## src/rtl/decoder_scan_ctrl.sv

```systemverilog
// decoder_scan_ctrl: steps a 3-to-8 decoder select with blank/dwell enable timing.
// Optional DECODER_SCAN_HOLD_EN adds a hold input that freezes the dwell.
module decoder_scan_ctrl #(
  parameter int DWELL     = 4,
  parameter int BLANK     = 1,
  parameter int LAST_ADDR = 7
) (
  input  logic       clk,
  input  logic       rst_n,
  input  logic       start,
  input  logic       cont,
  input  logic       stop,
`ifdef DECODER_SCAN_HOLD_EN
  input  logic       hold,
`endif
  output logic [2:0] a,
  output logic       e,
  output logic       busy,
  output logic       pass_done
);
  typedef enum logic [1:0] {S_IDLE, S_BLANK, S_DWELL} state_t;
  localparam logic [7:0] DW_M1 = 8'(DWELL - 1);
  localparam logic [7:0] BL_M1 = 8'(BLANK - 1);
  localparam logic [2:0] LAST  = 3'(LAST_ADDR);
  localparam state_t     FIRST = (BLANK == 0) ? S_DWELL : S_BLANK;
  state_t     state, state_n;
  logic [7:0] cnt, cnt_n;
  logic [2:0] a_n;
  logic       e_n, busy_n, pd_n, cont_q, cq_n, stop_pend, sp_n;
  logic       hold_w, last_a, dwell_end, stop_eff;
`ifdef DECODER_SCAN_HOLD_EN
  assign hold_w = hold;
`else
  assign hold_w = 1'b0;
`endif
  assign last_a    = a == LAST;
  assign dwell_end = state == S_DWELL && !hold_w && cnt == DW_M1;
  // a stop arriving on the final dwell cycle still ends the scan at that dwell
  assign stop_eff  = stop_pend | stop;
  always_ff @(posedge clk or negedge rst_n) begin
    if (!rst_n) begin
      state     <= S_IDLE;
      cnt       <= '0;
      a         <= '0;
      e         <= 1'b0;
      busy      <= 1'b0;
      pass_done <= 1'b0;
      cont_q    <= 1'b0;
      stop_pend <= 1'b0;
    end else begin
      state     <= state_n;
      cnt       <= cnt_n;
      a         <= a_n;
      e         <= e_n;
      busy      <= busy_n;
      pass_done <= pd_n;
      cont_q    <= cq_n;
      stop_pend <= sp_n;
    end
  end
  always_comb begin
    state_n = state;
    case (state)
      S_IDLE:  state_n = start ? FIRST : S_IDLE;
      S_BLANK: state_n = (cnt == BL_M1) ? S_DWELL : S_BLANK;
      S_DWELL: state_n = !dwell_end ? S_DWELL :
                         (stop_eff || (last_a && !cont_q)) ? S_IDLE : FIRST;
      default: state_n = S_IDLE;
    endcase
  end
  always_comb begin
    cnt_n  = (state == S_IDLE || state_n != state || dwell_end) ? 8'd0 :
             (state == S_DWELL && hold_w) ? cnt : cnt + 8'd1;
    a_n    = (state_n == S_IDLE) ? 3'd0 : dwell_end ? (last_a ? 3'd0 : a + 3'd1) : a;
    e_n    = state_n == S_DWELL;
    busy_n = state_n != S_IDLE;
    pd_n   = dwell_end && last_a;
    cq_n   = (state == S_IDLE && start) ? cont : cont_q;
    sp_n   = (state_n == S_IDLE) ? 1'b0 : stop_pend | (stop && state != S_IDLE);
  end
endmodule

```

## config.mk

```make
export PLATFORM = sky130hd
export DESIGN_NAME = decoder_scan_ctrl
export DESIGN_NICKNAME = d
export VERILOG_FILES = /design/src/rtl/decoder_scan_ctrl.sv
export SDC_FILE = /design/constraint.sdc
export NUM_CORES = 1
export LEC_CHECK = 0
export ABC_AREA = 1
export CORE_MARGIN = 2
export CORE_UTILIZATION = 25
export DETAILED_ROUTE_END_ITERATION = 6
export DONT_BUFFER_PORTS = 1
export HOLD_SLACK_MARGIN = 0.15
export MAX_ROUTING_LAYER = met4
export PLACE_DENSITY = 0.36
export SLEW_MARGIN = 30
export SYNTH_ARGS = -nofsm -noshare
export SYNTH_HDL_FRONTEND = slang
export SYNTH_SLANG_ARGS = --single-unit
```

## constraint.sdc

```tcl
create_clock -name clk -period 1.85 [get_ports clk]
set_input_delay 0.37 -clock clk [delete_from_list [all_inputs] [get_ports clk]]
set_output_delay 0.37 -clock clk [all_outputs]
set_load 0.1 [all_outputs]
```

==> run metrics <==
status completed; via count 641; flip-flop and latch area 453 µm²; Crit path buffers/inverters 1; syn_nets 110; Leak Pwr 0.510 nW; ratio of cells with drive above 1 in the final layout 23.0%; Yosys top cell by area dfrtp_1; final routed DRC violation total 0; post-route cell area 0.00110 mm²; family with the most delay on the worst path simple AND/OR/NAND/NOR gates; gr busiest metal met2; met3 Use GR 5.03%; crit-path max FO 8; RSZ-0062 raised after global routing no; final setup violation count 0; WL per Instance 10.5 µm; global-route wire length before repair 2860 µm; worst skew pair latency 260 ps; RR Endpoint cnt[4]; crit-path max cell delay 400 ps; RePlAce Congestion 0.787; Hold Path Stages 1; largest cells by area after synthesis dfrtp_1, nor2_1, nand2_1, inv_1, ha_1; max-slew violation count 0; top cells by count, synth nor2_1, dfrtp_1, nand2_1, inv_1, nand3_1; Startpoint Class flop; power density over cell area 1380 mW/mm²; placed instance area 0.00103 mm²; Root Driver clkbuf_8; Die W 64.7 µm; number of I/O port buffers 0; largest net degree at the start of global routing 19; kind of critical path reg2reg; number of global-route vias before repair 623; Hold Path Origin cont; clock buffer depth 2; Tightest Pin Transition 416 ps; fin crit share 82.9%; r2r setup slk 320 ps; Initial Utilization 25.5%; gr ovfl total 0; Mapped Area 920 µm²; Post-Synthesis Cells 101; FFs w/ async S/R, synth 100%; worst r2r src a[0]; worst-case hold path end point cont_q; Total GRT Usage 9.68%; Critical Path End Type flop; most used cell, CP nor2_1; number of flops mapped to enable cells by yosys 0; share of the synthesized area in the top cell type 49.0%; met2 Usage GRT 14.2%; arrival time of the worst setup path 1680 ps; WL final 1690 µm; VDD IR max 0.000523 V; post-synthesis sequential area ratio 49.0%; met1 global-route usage 11.1%; Via density 3.98; Ant. Diodes 0; overall power 1.52 mW; PostCTS Resize Cnt 0; max_slew headroom 72.3%; initial DRC count 35; minimum clock period 1530 ps; Synth Warn # 0; max_cap viols 0; initial antenna violation count 0; top-count cell post-synth nor2_1; hold_ws 255 ps; first drt pass iteration count 2; Area Overhead vs Synth 19.3%; fmax 652 MHz; Post-Route Utilization 30.4%; num rows 22; Hold Fails Final Rpt 0; Yosys cell types 22; total CTS buffers 3; clock sinks 18; Core Footprint 0.00361 mm²; area occupied by multi-input gates 417 µm²; Setup Skew 4.55 ps; H-tree Lvls 1; #FFs+latches synth 18; I/O pins 11; Syn Area/Cell 9.11 µm²; hpwl dp 1260 µm; post-layout net count 123; Hold WC Path Type in2reg; antenna viol nets, final 0; CTS tree yes; worst-path cell chain ha_1 -> ha_1 -> inv_1 -> nor2_1 -> nor2_1 -> nand3_1 -> nand3_2 -> nand2_2 -> nand3_4 -> nor2_1; Worst-path clk slew 70 ps; final-layout fill cell count 392; Post-Route Setup TNS 0 ps; Die Y 64.7 µm; Crit path required time 2000 ps; die area 0.00418 mm²; Crit-path slowest cell dfrtp_2; Primary FF master, synth dfrtp_1; cell count of the worst reg-to-reg path 10
==> power by group <==
group	switching [mW]	internal [mW]
combinational	0.460	0.193
clock	0.140	0.189
sequential	0.0584	0.476
==> logic make-up (layout without fill, tap and decap cells) <==
family / Yosys count / after routing / synth area share (%)
AO/OA/AOI/OAI: 9 / 9 / 8.30
XOR/XNOR: 3 / 3 / 2.86
adder cells (fa/ha/maj): 4 / 4 / 5.44
buffers and inverters: 14 / 26 / 5.71
flip-flops: 18 / 18 / 49.0
multiplexers: 1 / 1 / 1.22
AND/OR/NAND/NOR: 52 / 52 / 27.5
==> flip-flops by register name, summed over array words and instances (netlist names) <==
register / count
cnt: 8
a: 3
state: 2
busy: 1
cont_q: 1
e: 1
pass_done: 1
stop_pend: 1
==> stage by stage <==
step           worst slack [ps]  cells
4_1_cts                     306    160
6_report                    316    161
2_1_floorplan             0.995    101
5_1_grt                     174    161
3_5_place_dp                313    155
3_3_place_gp                304    155
==> timing repair <==
action | in CTS | in global routing
hold buffers | 1 | 1
hold endpoints to repair | 18 | 18
setup buffers | 0 | 0
==> layout make-up <==
class	count	area share, %
Sequential cell	18	41.3
Multi-Input combinational cell	69	38.0
Timing Repair Buffer	8	5.47
Tap cell	48	5.47
Clock buffer	4	5.02
Inverter	14	4.79
==> metal layers <==
layer | wire length, µm | vias to the layer above
li1 | - | 338
met1 | 806 | 290
met2 | 778 | 13
met3 | 106 | 0
met4 | 0 | 0
met5 | 0 | -
==> worst max-delay path by stage <==
stage | end | startpoint | cells past startpoint
after global routing | cnt[2] | a[0] | 10
final | cnt[4] | a[0] | 10
after global placement | a[0] | cnt[0] | 6
after floorplan | a[0] | a[2] | 8
after CTS | a[0] | cnt[0] | 6
after detailed placement | a[0] | cnt[0] | 6
==> cell usage in the layout (no fill, tap or decap) <==
| cell type | count |
|---|---|
| inv_1 | 14 |
| buf_2 | 1 |
| nand3_2 | 1 |
| o21ai_2 | 1 |
| nand4_1 | 1 |
| dfrtp_1 | 16 |
| o21ai_0 | 1 |
| o21ai_4 | 1 |
| nor2_1 | 19 |
| ha_1 | 4 |
| a21boi_4 | 1 |
| mux2_2 | 1 |
| dlygate4sd3_1 | 1 |
| clkbuf_8 | 4 |
| buf_4 | 6 |
| nor3_1 | 1 |
| dfrtp_2 | 2 |
| nand2_1 | 17 |
| nor2_4 | 2 |
| xor2_1 | 2 |
| a21oi_1 | 4 |
| o21bai_1 | 1 |
| nand3_1 | 5 |
| nand3_4 | 1 |
| nor2_2 | 2 |
| xnor2_1 | 1 |
| nand2_2 | 3 |
No activity file was read; power rests on OpenSTA's default activity.
